$ cat src/rtl/store_align_unit_pkg.sv
// ----------------------------------------------------------------------------
// store_pkg
// Shared types for the store alignment unit: store size encodings, the
// control FSM state type and the alignment legality check.
// ----------------------------------------------------------------------------
package store_pkg;

    typedef enum logic [1:0] {
        SZ_BYTE = 2'b00,
        SZ_HALF = 2'b01,
        SZ_WORD = 2'b10,
        SZ_ILL  = 2'b11
    } sizeT;

    typedef enum logic {
        IDLE = 1'b0,
        REQ  = 1'b1
    } stateT;

    // Bytes may sit anywhere, halfwords need an even address, words need a
    // word-aligned address; the reserved size encoding is never legal.
    function automatic logic isAligned(input logic [1:0] size, input logic [1:0] offset);
        logic legal;
        legal = 1'b0;
        case (size)
            SZ_BYTE: legal = 1'b1;
            SZ_HALF: legal = ~offset[0];
            SZ_WORD: legal = (offset == 2'b00);
            default: legal = 1'b0;
        endcase
        return legal;
    endfunction

endpackage

$ cat src/rtl/store_align_unit_if.sv
// ----------------------------------------------------------------------------
// store_align_unit_if
// Bundles the store-side valid/ready handshake, the data-memory req/ack write
// port and the status outputs of the store alignment unit.
//   slave  : the store alignment unit
//   master : the pipeline / memory side driving stores and acks
// ----------------------------------------------------------------------------
interface store_align_unit_if #(
    parameter int unsigned ADDR_W = 32
) ();

    logic              StValid;
    logic              StReady;
    logic [ADDR_W-1:0] StAddr;
    logic [31:0]       StData;
    logic [1:0]        StSize;

    logic              MemReq;
    logic [ADDR_W-1:0] MemAddr;
    logic [31:0]       MemWData;
    logic [3:0]        MemBE;
    logic              MemAck;

    logic              Done;
    logic              AlignErr;
    logic              TimeoutErr;
    logic [ADDR_W-1:0] ErrAddr;

    modport slave (
        input  StValid, StAddr, StData, StSize, MemAck,
        output StReady, MemReq, MemAddr, MemWData, MemBE,
        output Done, AlignErr, TimeoutErr, ErrAddr
    );

    modport master (
        output StValid, StAddr, StData, StSize, MemAck,
        input  StReady, MemReq, MemAddr, MemWData, MemBE,
        input  Done, AlignErr, TimeoutErr, ErrAddr
    );

endinterface

$ cat src/rtl/store_align_unit_lane_mux.sv
// ----------------------------------------------------------------------------
// store_lane_mux
// Combinational big-endian lane builder: replicates the narrowed register
// data across the 32-bit memory word and selects byte enables, where
// be[3] covers bits 31:24 (byte offset 0).
//   size   : store size encoding (store_pkg::sizeT values)
//   offset : byte offset within the word (address bits 1:0)
//   data   : register data
//   wData  : lane-replicated write data
//   be     : byte enables
// ----------------------------------------------------------------------------
module store_lane_mux
    import store_pkg::*;
(
    input  logic [1:0]  size,
    input  logic [1:0]  offset,
    input  logic [31:0] data,
    output logic [31:0] wData,
    output logic [3:0]  be
);

    always_comb begin
        wData = '0;
        be    = '0;
        case (size)
            SZ_BYTE: begin
                wData = {4{data[7:0]}};
                be    = 4'b1000 >> offset;
            end
            SZ_HALF: begin
                wData = {2{data[15:0]}};
                be    = offset[1] ? 4'b0011 : 4'b1100;
            end
            SZ_WORD: begin
                wData = data;
                be    = 4'b1111;
            end
            default: begin
                wData = '0;
                be    = '0;
            end
        endcase
    end

endmodule

$ cat src/rtl/store_align_unit.sv
// ----------------------------------------------------------------------------
// store_align_unit
// Store path between EX/MEM and data memory. Accepts one store per
// valid/ready handshake, checks alignment, latches the word address, lane
// data and byte enables, then holds a req/ack write until memory accepts it.
//   Clk, Rst_n : clock (rising edge), asynchronous active-low reset
//   bus        : store_align_unit_if.slave
//                StValid/StReady/StAddr/StData/StSize  store handshake
//                MemReq/MemAddr/MemWData/MemBE/MemAck  memory write port
//                Done/AlignErr/TimeoutErr              one-cycle status pulses
//                ErrAddr                               address of last fault
// Optional: define STORE_TIMEOUT_EN to abandon a request after TIMEOUT
// cycles without ack; otherwise REQ waits indefinitely and TimeoutErr is 0.
// ----------------------------------------------------------------------------
module store_align_unit
    import store_pkg::*;
#(
    parameter int unsigned ADDR_W  = 32,
    parameter int unsigned TIMEOUT = 15
) (
    input logic                Clk,
    input logic                Rst_n,
    store_align_unit_if.slave  bus
);

    stateT             stateQ;
    logic              memReqQ;
    logic [ADDR_W-1:0] memAddrQ;
    logic [31:0]       memWDataQ;
    logic [3:0]        memBEQ;
    logic              doneQ;
    logic              alignErrQ;
    logic [ADDR_W-1:0] errAddrQ;

    logic [31:0]       laneData;
    logic [3:0]        laneBE;
    logic              legal;

    // Lanes are built from the live inputs so they can be registered on accept.
    store_lane_mux uLaneMux (
        .size   (bus.StSize),
        .offset (bus.StAddr[1:0]),
        .data   (bus.StData),
        .wData  (laneData),
        .be     (laneBE)
    );

    assign legal = isAligned(bus.StSize, bus.StAddr[1:0]);

`ifdef STORE_TIMEOUT_EN
    localparam int unsigned CntW = ($clog2(TIMEOUT + 1) < 4) ? 4 : $clog2(TIMEOUT + 1);
    // The counter holds the number of unacked REQ cycles already elapsed, so
    // the last allowed cycle is the one where it reads TIMEOUT-1.
    localparam logic [CntW-1:0] TimeoutLast = CntW'(TIMEOUT - 1);

    logic [CntW-1:0] timeoutCntQ;
    logic            timeoutErrQ;
`endif

    always_ff @(posedge Clk or negedge Rst_n) begin
        if (!Rst_n) begin
            stateQ      <= IDLE;
            memReqQ     <= 1'b0;
            memAddrQ    <= '0;
            memWDataQ   <= '0;
            memBEQ      <= '0;
            doneQ       <= 1'b0;
            alignErrQ   <= 1'b0;
            errAddrQ    <= '0;
`ifdef STORE_TIMEOUT_EN
            timeoutCntQ <= '0;
            timeoutErrQ <= 1'b0;
`endif
        end else begin
            doneQ       <= 1'b0;
            alignErrQ   <= 1'b0;
`ifdef STORE_TIMEOUT_EN
            timeoutErrQ <= 1'b0;
`endif
            case (stateQ)
                IDLE: begin
                    if (bus.StValid) begin
                        if (legal) begin
                            memAddrQ    <= {bus.StAddr[ADDR_W-1:2], 2'b00};
                            memWDataQ   <= laneData;
                            memBEQ      <= laneBE;
                            memReqQ     <= 1'b1;
                            stateQ      <= REQ;
`ifdef STORE_TIMEOUT_EN
                            timeoutCntQ <= '0;
`endif
                        end else begin
                            alignErrQ <= 1'b1;
                            errAddrQ  <= bus.StAddr;
                        end
                    end
                end
                REQ: begin
                    // Ack is checked first so an ack on the expiry cycle wins.
                    if (bus.MemAck) begin
                        memReqQ <= 1'b0;
                        doneQ   <= 1'b1;
                        stateQ  <= IDLE;
                    end
`ifdef STORE_TIMEOUT_EN
                    else if (timeoutCntQ == TimeoutLast) begin
                        memReqQ     <= 1'b0;
                        timeoutErrQ <= 1'b1;
                        errAddrQ    <= memAddrQ;
                        stateQ      <= IDLE;
                    end else begin
                        timeoutCntQ <= timeoutCntQ + 1'b1;
                    end
`endif
                end
                default: stateQ <= IDLE;
            endcase
        end
    end

    assign bus.StReady  = (stateQ == IDLE);
    assign bus.MemReq   = memReqQ;
    assign bus.MemAddr  = memAddrQ;
    assign bus.MemWData = memWDataQ;
    assign bus.MemBE    = memBEQ;
    assign bus.Done     = doneQ;
    assign bus.AlignErr = alignErrQ;
    assign bus.ErrAddr  = errAddrQ;

`ifdef STORE_TIMEOUT_EN
    assign bus.TimeoutErr = timeoutErrQ;
`else
    assign bus.TimeoutErr = 1'b0;

    // TIMEOUT only matters when the timeout feature is built in.
    logic unusedTimeout;
    assign unusedTimeout = ^TIMEOUT;
`endif

endmodule
$ cat src/flat_wrapper.sv
// flat-port wrapper written by rule: the top's interface ports become plain ports
module store_align_unit_flat import store_pkg::*;
#(
    parameter int unsigned ADDR_W  = 32,
    parameter int unsigned TIMEOUT = 15
)
  (Clk, Rst_n, bus_StValid, bus_StAddr, bus_StData, bus_StSize, bus_MemAck, bus_StReady, bus_MemReq, bus_MemAddr, bus_MemWData, bus_MemBE, bus_Done, bus_AlignErr, bus_TimeoutErr, bus_ErrAddr);
  store_align_unit_if #(.ADDR_W(ADDR_W)) bus_i ();
  input logic Clk;
  input logic Rst_n;
  input wire logic [$bits(bus_i.StValid)-1:0] bus_StValid;
  input wire logic [$bits(bus_i.StAddr)-1:0] bus_StAddr;
  input wire logic [$bits(bus_i.StData)-1:0] bus_StData;
  input wire logic [$bits(bus_i.StSize)-1:0] bus_StSize;
  input wire logic [$bits(bus_i.MemAck)-1:0] bus_MemAck;
  output wire logic [$bits(bus_i.StReady)-1:0] bus_StReady;
  output wire logic [$bits(bus_i.MemReq)-1:0] bus_MemReq;
  output wire logic [$bits(bus_i.MemAddr)-1:0] bus_MemAddr;
  output wire logic [$bits(bus_i.MemWData)-1:0] bus_MemWData;
  output wire logic [$bits(bus_i.MemBE)-1:0] bus_MemBE;
  output wire logic [$bits(bus_i.Done)-1:0] bus_Done;
  output wire logic [$bits(bus_i.AlignErr)-1:0] bus_AlignErr;
  output wire logic [$bits(bus_i.TimeoutErr)-1:0] bus_TimeoutErr;
  output wire logic [$bits(bus_i.ErrAddr)-1:0] bus_ErrAddr;
  assign bus_i.StValid = bus_StValid;
  assign bus_i.StAddr = bus_StAddr;
  assign bus_i.StData = bus_StData;
  assign bus_i.StSize = bus_StSize;
  assign bus_i.MemAck = bus_MemAck;
  assign bus_StReady = bus_i.StReady;
  assign bus_MemReq = bus_i.MemReq;
  assign bus_MemAddr = bus_i.MemAddr;
  assign bus_MemWData = bus_i.MemWData;
  assign bus_MemBE = bus_i.MemBE;
  assign bus_Done = bus_i.Done;
  assign bus_AlignErr = bus_i.AlignErr;
  assign bus_TimeoutErr = bus_i.TimeoutErr;
  assign bus_ErrAddr = bus_i.ErrAddr;
  store_align_unit #(.ADDR_W(ADDR_W), .TIMEOUT(TIMEOUT)) u_core (.Clk(Clk), .Rst_n(Rst_n), .bus(bus_i));
endmodule
$ cat config.mk
export PLATFORM = sky130hd
export DESIGN_NAME = store_align_unit_flat
export DESIGN_NICKNAME = d
export VERILOG_FILES = /design/src/rtl/store_align_unit_pkg.sv /design/src/rtl/store_align_unit_if.sv /design/src/rtl/store_align_unit_lane_mux.sv /design/src/rtl/store_align_unit.sv /design/src/flat_wrapper.sv
export SDC_FILE = /design/constraint.sdc
export NUM_CORES = 1
export LEC_CHECK = 0
export CORE_ASPECT_RATIO = 0.7
export CORE_MARGIN = 2
export CORE_UTILIZATION = 45
export CTS_BUF_LIST = sky130_fd_sc_hd__clkbuf_4 sky130_fd_sc_hd__clkbuf_8 sky130_fd_sc_hd__clkbuf_16
export CTS_CLUSTER_SIZE = 8
export DETAILED_ROUTE_END_ITERATION = 6
export DONT_BUFFER_PORTS = 1
export GPL_ROUTABILITY_DRIVEN = 0
export PLACE_DENSITY_LB_ADDON = 0.15
export SLEW_MARGIN = 20
export SYNTH_ARGS = -nofsm -noshare
export SYNTH_HDL_FRONTEND = slang
export SYNTH_HIERARCHICAL = 1
export SYNTH_SLANG_ARGS = --single-unit
$ cat constraint.sdc
create_clock -name Clk -period 3 [get_ports Clk]
set_input_delay 0.75 -clock Clk [delete_from_list [all_inputs] [get_ports Clk]]
set_output_delay 0.75 -clock Clk [all_outputs]
set_load 0.02 [all_outputs]
==> metrics <==
status=complete, no violations; crit end category=flop; max_cap viols=0; CTS tree=done; Yosys cell types=30; Max transition margin=30.16%; WHS=0.1002 ns; syn avg cell area=14.24 sq um; Tmin final=2.204 ns; chip height=87.92 um; pwr/cell area=861.6 nW/um^2; share of cells above drive strength 1=34.91%; cell area after layout=4861 sq um; Period Utilization, post-route=73.47%; routed len/inst=21.06 um; hpwl dp=6465 um; IO Port Bufs=0; drt via density=5.451; RSZ-0062 raised after global routing=false; Pre-antenna DRT Iters=4; GRT met3 Usage=10.48%; final slew viol count=0; mapped cell area=4527 sq um; number of fill cells=854; met2 usage=24.23%; clock-pin slew on the worst setup and hold paths=0.07 ns; # setup viols final=0; Die X=123.9 um; Crit Path Class=in2reg; crit start category=input pin; Top Usage Layer GRT=met2; IO Pins=175; Layout Skew=0.01142 ns; Detail Route Antenna Nets=0; placement-stage cell area=4544 sq um; vias in the first global route=2575; Worst-Skew Late Latency=0.35 ns; Clock Path Buffers=2; Initial Util=46.56%; initial antenna violation count=0; number of DRC markers in iteration 0=120; Post-synth EDFFs=0; setup TNS=0 ns; Hold WC Path Type=in2async; Setup Fix Bufs, Post-CTS=0; asr flop ratio synth=100.0%; DRC Markers=0; Row Count=30; sequential cell area fraction in the yosys report=56.38%; CP cell instances=a21oi_2 > o21ai_4 > buf_4 > mux2_2; post-synthesis cell count=318; P&R area growth vs syn=7.380%; max incr delay on CP=0.83 ns; leakage=2.216 nW; core area=9722 sq um; Net count, final=383; n_diodes=0; grt ovf=0; Worst VDD drop=0.3118 mV; M1 GR Usage=22.26%; Final Util=50.00%; critical-path maximum fanout=30; CTS buffer count=9; Crit path required time=3.22 ns; Synth Warn #=6; #FFs+latches synth=102; CP arrival=2.43 ns; global-route wire length before repair=13840 um; Worst Tran Pin Value=1.044 ns; Routed WL=9393 um; die footprint=10890 sq um; TritonCTS Sinks=102; cts repair resizes=0; hold buffers post-CTS=0; DR vias=2431; largest net degree at the start of global routing=103; Max H-tree Level=3; CTS root buf=clkbuf_16; Final Hold Fails=0; slowest cell on the critical path=o21ai_4; gr usage total=17.30%; Highest Clock Rate=453.7 MHz; Primary FF master, synth=dfrtp_1
## through the flow
stage          instances  power, mW  setup slack [ns]
3_3_place_gp         430      2.993            0.4876
4_1_cts              446      4.242            0.7991
6_report             446      4.188            0.7960
5_1_grt              446      4.378            0.7128
3_5_place_dp         430      3.011            0.4367
2_1_floorplan        320      2.877             1.118
## layout make-up
| cell class | count | area, sq um | share of cell area, % |
|---|---|---|---|
| tap | 128 | 160.2 | 3.295 |
| inverter | 4 | 20.02 | 0.4118 |
| sequential | 102 | 2552 | 52.51 |
| clock inverter | 7 | 91.34 | 1.879 |
| clock buffer | 9 | 225.2 | 4.633 |
| timing repair buffer | 2 | 27.53 | 0.5663 |
| multi-input combinational | 194 | 1784 | 36.71 |
## kinds of logic (layout without fill, tap and decap cells)
kind of cell | Yosys count | in the layout | share of synthesized area (%)
AND/OR/NAND/NOR | 37 | 37 | 4.643
buffers and inverters | 24 | 22 | 4.533
multiplexers | 97 | 97 | 27.34
AO/OA/AOI/OAI | 57 | 57 | 7.021
flip-flops | 102 | 102 | 56.38
other | 1 | 3 | 0.08284
## synthesized netlist by cell type, types with 4 or more instances
cell type / count / area, sq um
dfrtp_1: 102 / 2552
mux2_2: 49 / 551.8
mux2_4: 39 / 585.6
o21ai_0: 22 / 110.1
a21oi_1: 21 / 105.1
nand2_1: 10 / 37.54
and2_1: 9 / 56.30
nor2b_1: 9 / 56.30
a21o_1: 8 / 60.06
mux2_1: 8 / 90.09
buf_2: 6 / 30.03
buf_6: 5 / 56.30
buf_4: 4 / 30.03
## power breakdown
group	switching (mW)	internal, mW
sequential	0.706	1.72
clock	0.545	0.668
combinational	0.173	0.377
total	1.42	2.76
## critical path, delay by kind of cell
| kind | cells | cell delay, ns |
|---|---|---|
| AOI/OAI and AO/OA | 2 | 0.89 |
| buffers and inverters | 1 | 0.39 |
| muxes | 1 | 0.37 |
## registers in the layout, summed over array words and instances, names as in the netlist
register / cells
u_core/bus.ErrAddr: 32
u_core/bus.MemWData: 32
u_core/bus.MemAddr: 30
u_core/bus.MemBE: 4
u_core/bus.AlignErr: 1
u_core/bus.Done: 1
u_core/bus.MemReq: 1
u_core/stateQ: 1
## routing by layer
layer / share of wire [%] / routed length [um] / up-vias
li1: - / - / 1101
met1: 42 / 3914 / 1208
met2: 44 / 4131 / 114
met3: 13 / 1246 / 8
met4: 1.1 / 100 / 0
met5: 0 / 0 / -
## layout by cell type (no fill, tap or decap), drive strengths merged, types with 3 or more instances in the layout
cell type	netlist	final
nand2	10	10
conb	1	3
inv	4	7
o21ai	25	25
and2	9	9
dfrtp	102	102
a21oi	22	22
nor2	3	3
nor2b	9	9
a21o	8	8
clkbuf	2	9
mux2	96	96
## final timing paths
check | start | to | slack [ns] | cells past startpoint
worst max-delay path | bus_StSize[0] | u_core/bus.MemAddr[13] | 0.80 | 4
worst min-delay path | Rst_n | u_core/bus.MemAddr[30] | 0.10 | 0
worst max register to register | u_core/stateQ | u_core/bus.ErrAddr[15] | 1.18 | 4
worst min register to register | u_core/stateQ | u_core/bus.Done | 0.56 | 1
max in group asynchronous | Rst_n | u_core/bus.MemWData[2] | 2.76 | 0
min in group Clk | bus_MemAck | u_core/stateQ | 0.50 | 1
No activity file was read; power rests on OpenSTA's default activity.
